**config.mk**
```make
export PLATFORM = sky130hd
export DESIGN_NAME = udp_calc_engine
export DESIGN_NICKNAME = d
export VERILOG_FILES = /design/src/rtl/calc_pkg.sv /design/src/rtl/axis_reg_slice_512.sv /design/src/rtl/udp_calc_engine.sv
export SDC_FILE = /design/constraint.sdc
export NUM_CORES = 2
export LEC_CHECK = 0
export CAP_MARGIN = 20
export CORE_AREA = 2 2 432 434
export CTS_BUF_LIST = sky130_fd_sc_hd__clkbuf_4 sky130_fd_sc_hd__clkbuf_8
export DETAILED_ROUTE_END_ITERATION = 10
export DIE_AREA = 0 0 434 436
export GPL_TIMING_DRIVEN = 0
export PLACE_DENSITY_LB_ADDON = 0.15
export SETUP_SLACK_MARGIN = 0.4
export SLEW_MARGIN = 20
export SYNTH_ARGS = -nofsm -noshare
export SYNTH_HDL_FRONTEND = slang
export SYNTH_HIERARCHICAL = 1
export SYNTH_SLANG_ARGS = --single-unit
```
**constraint.sdc**
```tcl
create_clock -name axis_aclk -period 4.7 [get_ports axis_aclk]
set_clock_uncertainty 0.1 [all_clocks]
set_input_delay 0.94 -clock axis_aclk [delete_from_list [all_inputs] [get_ports axis_aclk]]
set_output_delay 0.94 -clock axis_aclk [all_outputs]
set_load 0.02 [all_outputs]
```
**src/rtl/calc_pkg.sv**
```systemverilog
// Shared constants, types and helpers for the UDP calculator stage.
// CALC_CSUM_UPDATE_EN enables the incremental UDP checksum patch.
package calc_pkg;

  localparam int OFF_TPID   = 12;
  localparam int OFF_ETYPE  = 16;
  localparam int OFF_VERIHL = 18;
  localparam int OFF_PROTO  = 27;
  localparam int OFF_DPORT  = 40;
  localparam int OFF_CSUM   = 44;
  localparam int OFF_OPC    = 46;
  localparam int OFF_A      = 48;
  localparam int OFF_B      = 52;
  localparam int OFF_RES    = 56;

  localparam logic [15:0] TPID_VLAN   = 16'h8100;
  localparam logic [15:0] ETYPE_IPV4  = 16'h0800;
  localparam logic [7:0]  IPV4_VERIHL = 8'h45;
  localparam logic [7:0]  PROTO_UDP   = 8'h11;

  // Beat 0 must carry bytes 0..59, so at most 4 empty bytes.
  localparam logic [5:0]  MTY_MAX_SOP = 6'd4;

  typedef enum logic [15:0] {
    OPC_ADD_DEF = 16'h000D,
    OPC_SUB_DEF = 16'h001A
  } opc_e;

  typedef enum logic {
    ST_SOP  = 1'b0,
    ST_BODY = 1'b1
  } state_e;

  function automatic logic [7:0] byte_at(
    input logic [511:0] d,
    input int           off
  );
    return d[8*off +: 8];
  endfunction

  function automatic logic [15:0] be16(
    input logic [511:0] d,
    input int           off
  );
    return {d[8*off +: 8], d[8*(off+1) +: 8]};
  endfunction

  function automatic logic [31:0] be32(
    input logic [511:0] d,
    input int           off
  );
    return {be16(d, off), be16(d, off + 2)};
  endfunction

  // HC' = ~(~HC + ~m + m') with end-around carry.
  function automatic logic [15:0] csum16_update(
    input logic [15:0] old,
    input logic [15:0] m_old,
    input logic [15:0] m_new
  );
    logic [17:0] s;
    s = {2'b00, ~old} + {2'b00, ~m_old} + {2'b00, m_new};
    s = {2'b00, s[15:0]} + {16'h0, s[17:16]};
    s = {2'b00, s[15:0]} + {16'h0, s[17:16]};
    return ~s[15:0];
  endfunction

endpackage

```
**src/rtl/axis_reg_slice_512.sv**
```systemverilog
// One registered valid/ready stage; ready passes through when full
// so a full pipeline still moves one beat per cycle.
module axis_reg_slice_512 #(
  parameter int W = 512
) (
  input  logic         clk,
  input  logic         rst,
  input  logic [W-1:0] in_data,
  input  logic         in_valid,
  output logic         in_ready,
  output logic [W-1:0] out_data,
  output logic         out_valid,
  input  logic         out_ready
);

  logic         valid_q, valid_d;
  logic [W-1:0] data_q, data_d;

  assign in_ready  = !valid_q || out_ready;
  assign out_valid = valid_q;
  assign out_data  = data_q;

  always_comb begin
    valid_d = valid_q;
    data_d  = data_q;
    if (in_ready) begin
      valid_d = in_valid;
      if (in_valid) data_d = in_data;
    end
  end

  always_ff @(posedge clk) begin
    if (rst) begin
      valid_q <= 1'b0;
      data_q  <= '0;
    end else begin
      valid_q <= valid_d;
      data_q  <= data_d;
    end
  end

endmodule

```
**src/rtl/udp_calc_engine.sv**
```systemverilog
// UDP calculator packet stage: parse/compute, then patch result.
// Optional CALC_CSUM_UPDATE_EN also patches the UDP checksum.
module udp_calc_engine
  import calc_pkg::*;
#(
  parameter int          DATA_WIDTH    = 512,
  parameter logic [15:0] CALC_UDP_PORT = 16'd4321,
  parameter logic [15:0] OPC_ADD       = OPC_ADD_DEF,
  parameter logic [15:0] OPC_SUB       = OPC_SUB_DEF
) (
  input  logic                  axis_aclk,
  input  logic                  axis_rst,
  input  logic                  calc_en,
  input  logic [DATA_WIDTH-1:0] s_axis_tdata,
  input  logic [5:0]            s_axis_tuser_mty,
  input  logic                  s_axis_tvalid,
  output logic                  s_axis_tready,
  input  logic                  s_axis_tlast,
  output logic [DATA_WIDTH-1:0] m_axis_tdata,
  output logic [5:0]            m_axis_tuser_mty,
  output logic                  m_axis_tvalid,
  input  logic                  m_axis_tready,
  output logic                  m_axis_tlast,
  output logic [31:0]           stat_calc_cnt,
  output logic [31:0]           stat_bypass_cnt
);

  localparam int S1W = DATA_WIDTH + 6 + 1 + 1 + 32;
  localparam int S2W = DATA_WIDTH + 6 + 1;

  state_e      state_q, state_d;
  logic [31:0] calc_cnt_q, calc_cnt_d;
  logic [31:0] byp_cnt_q, byp_cnt_d;

  logic        s_fire;
  logic        hdr_ok, opc_add, opc_sub;
  logic        len_ok, match;
  logic [31:0] op_a, op_b, result;

  assign s_fire = s_axis_tvalid && s_axis_tready;

  always_comb begin
    hdr_ok = (be16(s_axis_tdata, OFF_TPID) == TPID_VLAN)
          && (be16(s_axis_tdata, OFF_ETYPE) == ETYPE_IPV4)
          && (byte_at(s_axis_tdata, OFF_VERIHL) == IPV4_VERIHL)
          && (byte_at(s_axis_tdata, OFF_PROTO) == PROTO_UDP)
          && (be16(s_axis_tdata, OFF_DPORT) == CALC_UDP_PORT);
    opc_add = be16(s_axis_tdata, OFF_OPC) == OPC_ADD;
    opc_sub = be16(s_axis_tdata, OFF_OPC) == OPC_SUB;
    len_ok  = !s_axis_tlast || (s_axis_tuser_mty <= MTY_MAX_SOP);
    match   = calc_en && hdr_ok && (opc_add || opc_sub)
           && len_ok && (state_q == ST_SOP);
    op_a    = be32(s_axis_tdata, OFF_A);
    op_b    = be32(s_axis_tdata, OFF_B);
    result  = opc_add ? op_a + op_b : op_a - op_b;
  end

  always_comb begin
    state_d    = state_q;
    calc_cnt_d = calc_cnt_q;
    byp_cnt_d  = byp_cnt_q;
    if (s_fire) begin
      unique case (state_q)
        ST_SOP: begin
          if (match) calc_cnt_d = calc_cnt_q + 32'd1;
          else       byp_cnt_d  = byp_cnt_q + 32'd1;
          state_d = s_axis_tlast ? ST_SOP : ST_BODY;
        end
        ST_BODY: begin
          if (s_axis_tlast) state_d = ST_SOP;
        end
        default: state_d = ST_SOP;
      endcase
    end
  end

  always_ff @(posedge axis_aclk) begin
    if (axis_rst) begin
      state_q    <= ST_SOP;
      calc_cnt_q <= '0;
      byp_cnt_q  <= '0;
    end else begin
      state_q    <= state_d;
      calc_cnt_q <= calc_cnt_d;
      byp_cnt_q  <= byp_cnt_d;
    end
  end

  assign stat_calc_cnt   = calc_cnt_q;
  assign stat_bypass_cnt = byp_cnt_q;

  logic [S1W-1:0]        s1_in, s1_out;
  logic                  s1_valid, s1_ready;
  logic [DATA_WIDTH-1:0] s1_tdata;
  logic [5:0]            s1_mty;
  logic                  s1_last, s1_match;
  logic [31:0]           s1_result;

  assign s1_in = {result, match, s_axis_tlast,
                  s_axis_tuser_mty, s_axis_tdata};

  axis_reg_slice_512 #(.W(S1W)) u_stage1 (
    .clk       (axis_aclk),
    .rst       (axis_rst),
    .in_data   (s1_in),
    .in_valid  (s_axis_tvalid),
    .in_ready  (s_axis_tready),
    .out_data  (s1_out),
    .out_valid (s1_valid),
    .out_ready (s1_ready)
  );

  assign {s1_result, s1_match, s1_last,
          s1_mty, s1_tdata} = s1_out;

  logic [DATA_WIDTH-1:0] p_data;

`ifdef CALC_CSUM_UPDATE_EN
  logic [15:0] cs_old, cs_mid, cs_new, cs_out;

  always_comb begin
    cs_old = be16(s1_tdata, OFF_CSUM);
    cs_mid = csum16_update(cs_old, be16(s1_tdata, OFF_RES),
                           s1_result[31:16]);
    cs_new = csum16_update(cs_mid, be16(s1_tdata, OFF_RES + 2),
                           s1_result[15:0]);
    // Zero means "no checksum" in UDP and must be preserved.
    if (cs_old == 16'h0000)      cs_out = 16'h0000;
    else if (cs_new == 16'h0000) cs_out = 16'hFFFF;
    else                         cs_out = cs_new;
  end
`endif

  always_comb begin
    p_data = s1_tdata;
    if (s1_match) begin
      p_data[8*OFF_RES +: 8]     = s1_result[31:24];
      p_data[8*(OFF_RES+1) +: 8] = s1_result[23:16];
      p_data[8*(OFF_RES+2) +: 8] = s1_result[15:8];
      p_data[8*(OFF_RES+3) +: 8] = s1_result[7:0];
`ifdef CALC_CSUM_UPDATE_EN
      p_data[8*OFF_CSUM +: 8]     = cs_out[15:8];
      p_data[8*(OFF_CSUM+1) +: 8] = cs_out[7:0];
`endif
    end
  end

  logic [S2W-1:0] s2_in, s2_out;

  assign s2_in = {s1_last, s1_mty, p_data};

  axis_reg_slice_512 #(.W(S2W)) u_stage2 (
    .clk       (axis_aclk),
    .rst       (axis_rst),
    .in_data   (s2_in),
    .in_valid  (s1_valid),
    .in_ready  (s1_ready),
    .out_data  (s2_out),
    .out_valid (m_axis_tvalid),
    .out_ready (m_axis_tready)
  );

  assign {m_axis_tlast, m_axis_tuser_mty, m_axis_tdata} = s2_out;

endmodule

```
==> summary.md <==
| Metric | Value |
|---|---|
| Share of layout cells above drive strength 1 | 23.9% |
| CP required | 5500 ps |
| Area of the multi-input gates | 26,300 um^2 |
| Top Metal Used | met5 |
| Site row count | 158 |
| CP arrival | 5020 ps |
| Final worst slack | 476 ps |
| Drt wl/cell | approximately 24 um |
| Peak supply drop | roughly 0.23 mV |
| Fill cells | 19,200 |
| Via count | 48,000 |
| Pre-CTS setup slack | -1800 ps |
| Seq/Total Area, Yosys | 44.1% |
| CTS tree | built |
| Top cells by count, synth | dfxtp_1 (1,138), a21oi_1 (1,124), nand3_1 (1,099) |
| I/O pin count | 1,109 |
| P_int | 16.9 mW |
| First-pass GRT wire length | 336 mm |
| Slew Limit Fails | 0 |
| Max incr delay on CP | around 500 ps |
| Power Density | 327 nW/um^2 |
| Antenna Nets Post-Route | 0 |
| CTS Buf Count | 205 |
| Library cells used by synthesis | between 60 and 70 |
| GRT Residual Overflow | 0 |
| Sequential cell area | about 23,000 um^2 |
| H-tree Lvls | 4 |
| Core area | 185,000 um^2 |
| Vias/cell | 4.97 |
| Met3 Wirelength | 16.2 mm |
| Global Route Usage Sum | a little under a quarter |
| Slowest library cell on the worst path | clkdlybuf4s50_1 |
| P&R area growth vs syn | 37.4% |
| Largest delay share family, worst path | simple AND/OR/NAND/NOR gates |
| Synth top area share | between 40 and 50% |
| Fin. Hold Viols | 0 |
| CTS Buffer Depth | 3 |
| Post-Syn Nets | 6,216 |
| Hold Slack | 193 ps |
| Die area | approximately 190,000 um^2 |
| Die H | 436 um |
| Final wirelength | 234 mm |
| Most used cell along the critical path | buf_4 |
| Initial DRC count | 2,777 |
| Clock transition at path regs | 70 ps |
| Largest net degree at the start of global routing | 17 |
| Area leader, netlist | dfxtp_1 |
| Gpl congestion | roughly 0.9 |
| Actual slew at the worst max-slew pin | 1120 ps |
| Outcome | finished, final reports clean |
| Crit start category | input port |
| Min Tclk post-route | 4220 ps |
| Remaining DRCs | 0 |
| Seq pwr share | 44.1% |
| FFs w/ async S/R, synth | 0% |
| TNS Setup | 0 ps |
| Cell count after synthesis | 5,650 |
| HPWL Detailed | 181 mm |
| Final Cycle Share | 89.9% |
| Top cells by area, synth | dfxtp_1 (44%), a21bo_2 (17%), a21oi_1 (11%), nand3_1 (11%), a21bo_1 (3.5%) |
| Clk root buf | clkbuf_8 |
| Slew HR | 25.0% |
| CP max FO | 6 |
| Critical-path cell list | clkdlybuf4s50_1, or3_1, or3_4, nor4_4, buf_4, a21oi_1, xor2_1, ha_2, o211ai_1, nor2_1, a211oi_1, nor3b_4, buf_4, buf_4, nor3b_4, nand3_1, nand2_2, xor2_2, nand3_1, a21oi_1 |
| Vias in the first global route | 48,500 |
| Nets | 7,554 |
| Sink Count | 1,138 |
| Hold WC Path Type | in2reg |
| Met2 WL post-DR | 113 mm |
| Synthesized area | 51,700 um^2 |
| Sw Share | 27.3% |
| Clock group share of total power | 42.9% |
| Initial Utilization | 28.0% |
| Combinational power share | 13.0% |
| Worst setup EP type | flip-flop |
| #FFs+latches synth | 1,138 |
| Antenna violations before repair | 84 |
| Fmax achieved | 237 MHz |
| RSZ-0062 raised after global routing | no |
| Syn Area/Cell | slightly above 9 um^2 |
| Setup CP Type | in2reg |
| IO buf count | 1,107 |
| Most used DFF post-synth | dfxtp_1 |
| Setup violators final | 0 |
| Die width | 434 um |
| Leakage power figure | ~26 nW |
| M1 wire length | 94.3 mm |
| Number of synthesized flops with an enable pin | 0 |
| Clk Latency, worst-skew pair | slightly below 1000 ps |
| Switching power total | 6.34 mW |
| Bufs and invs on worst path | 4 |
| Yosys warnings | 6 |
| Detailed Routing Iterations Pass 1 | 8 |
| Count leader, synth | dfxtp_1 |
| Final Util | 38.5% |
| Max-cap viol count | 0 |
==> layout make-up <==
| cell class | count | share of cell area [%] |
|---|---|---|
| repair buffers | 1131 | 15.9 |
| clock inverters | 31 | 0.453 |
| plain buffers | 619 | 4.21 |
| flip-flops and latches | 1138 | 32.1 |
| well taps | 2480 | 4.37 |
| multi-input cells | 3863 | 37.0 |
| diodes | 41 | 0.144 |
| clock buffers | 326 | 5.65 |
| inverters | 30 | 0.159 |
==> layout by cell type (no fill, tap or decap), types with 91 or more instances in the layout <==
cell / count
dfxtp_1: 1137
a21oi_1: 1118
nand3_1: 1096
clkdlybuf4s50_1: 1089
a21bo_2: 889
buf_2: 272
clkbuf_1: 255
clkbuf_8: 251
a21bo_1: 182
nor2_1: 91
==> power groups by stage <==
stage | clock network, mW | registers [mW] | logic [mW]
6_report | 9.99 | 10.3 | 3.02
5_1_grt | 10.7 | 10.3 | 3.24
4_1_cts | 10.3 | 10.3 | 2.99
3_5_place_dp | 0 | 10.5 | 2.96
3_3_place_gp | 0 | 10.4 | 2.95
2_1_floorplan | 0 | 10.5 | 1.46
==> worst reg2reg max path: stages (launching register included) <==
cell and delay [ps]:
dfxtp_2 400, nand2b_4 100, buf_6 170, buf_16 160
buf_12 180, buf_6 170, nand2b_1 160, buf_12 190
buf_8 180, buf_8 180, and2_1 230, nand2b_1 130
a2111o_1 430, nor3_2 600, nand3_1 200, xor2_1 170
nor2_1 50
==> cells by family after synthesis <==
logic type	count (synthesis)	share of synthesized area, %
fa+ha+maj	42	1.03
mux	35	0.758
buf+inv	649	5.84
xor+xnor	108	1.83
simple gates	1391	13.6
compound gates	2287	32.8
flops	1138	44.1
==> path summary, 6_finish.rpt <==
check,to,slack (ps),start,depth (start not counted)
setup / recovery,u_stage1/out_data[546],480,s_axis_tdata[435],20
setup reg to reg,stat_bypass_cnt[31],780,u_stage2/out_valid,16
hold reg to reg,u_stage2/out_data[382],340,u_stage1/out_data[382],2
hold / removal,u_stage1/out_data[376],190,s_axis_tdata[376],3
==> metal layers <==
metal  track usage, %  up-vias
li1                 -    23100
met1             27.8    23100
met2             40.3     1367
met3             6.38      440
met4             11.2       52
met5                0        -
==> what timing repair did <==
| action | CTS | global route |
|---|---|---|
| hold buffers | 0 | 0 |
| buffers inserted | 8 | 15 |
| endpoints found under the hold margin | 0 | 0 |
| pin swaps | 7 | 26 |
| setup endpoints to repair | 78 | 25 |
| gates resized for setup | 44 | 70 |
==> registers in the layout, summed over array words and instances (netlist names) <==
name,flops
u_stage1/out_valid,1
state_q,1
stat_calc_cnt,32
u_stage2/out_valid,1
stat_bypass_cnt,32
u_stage2/out_data,519
u_stage1/out_data,552
==> per-stage QoR <==
stage | std cells | power [mW] | instance area (um^2)
after global placement | 9237 | 13.4 | 66000
after CTS | 9603 | 23.6 | 70600
final | 9659 | 23.3 | 71000
after floorplan | 5650 | 12.0 | 51800
after detailed placement | 9238 | 13.4 | 66000
after global routing | 9650 | 24.2 | 71000
(Power assumes the default switching activity.)
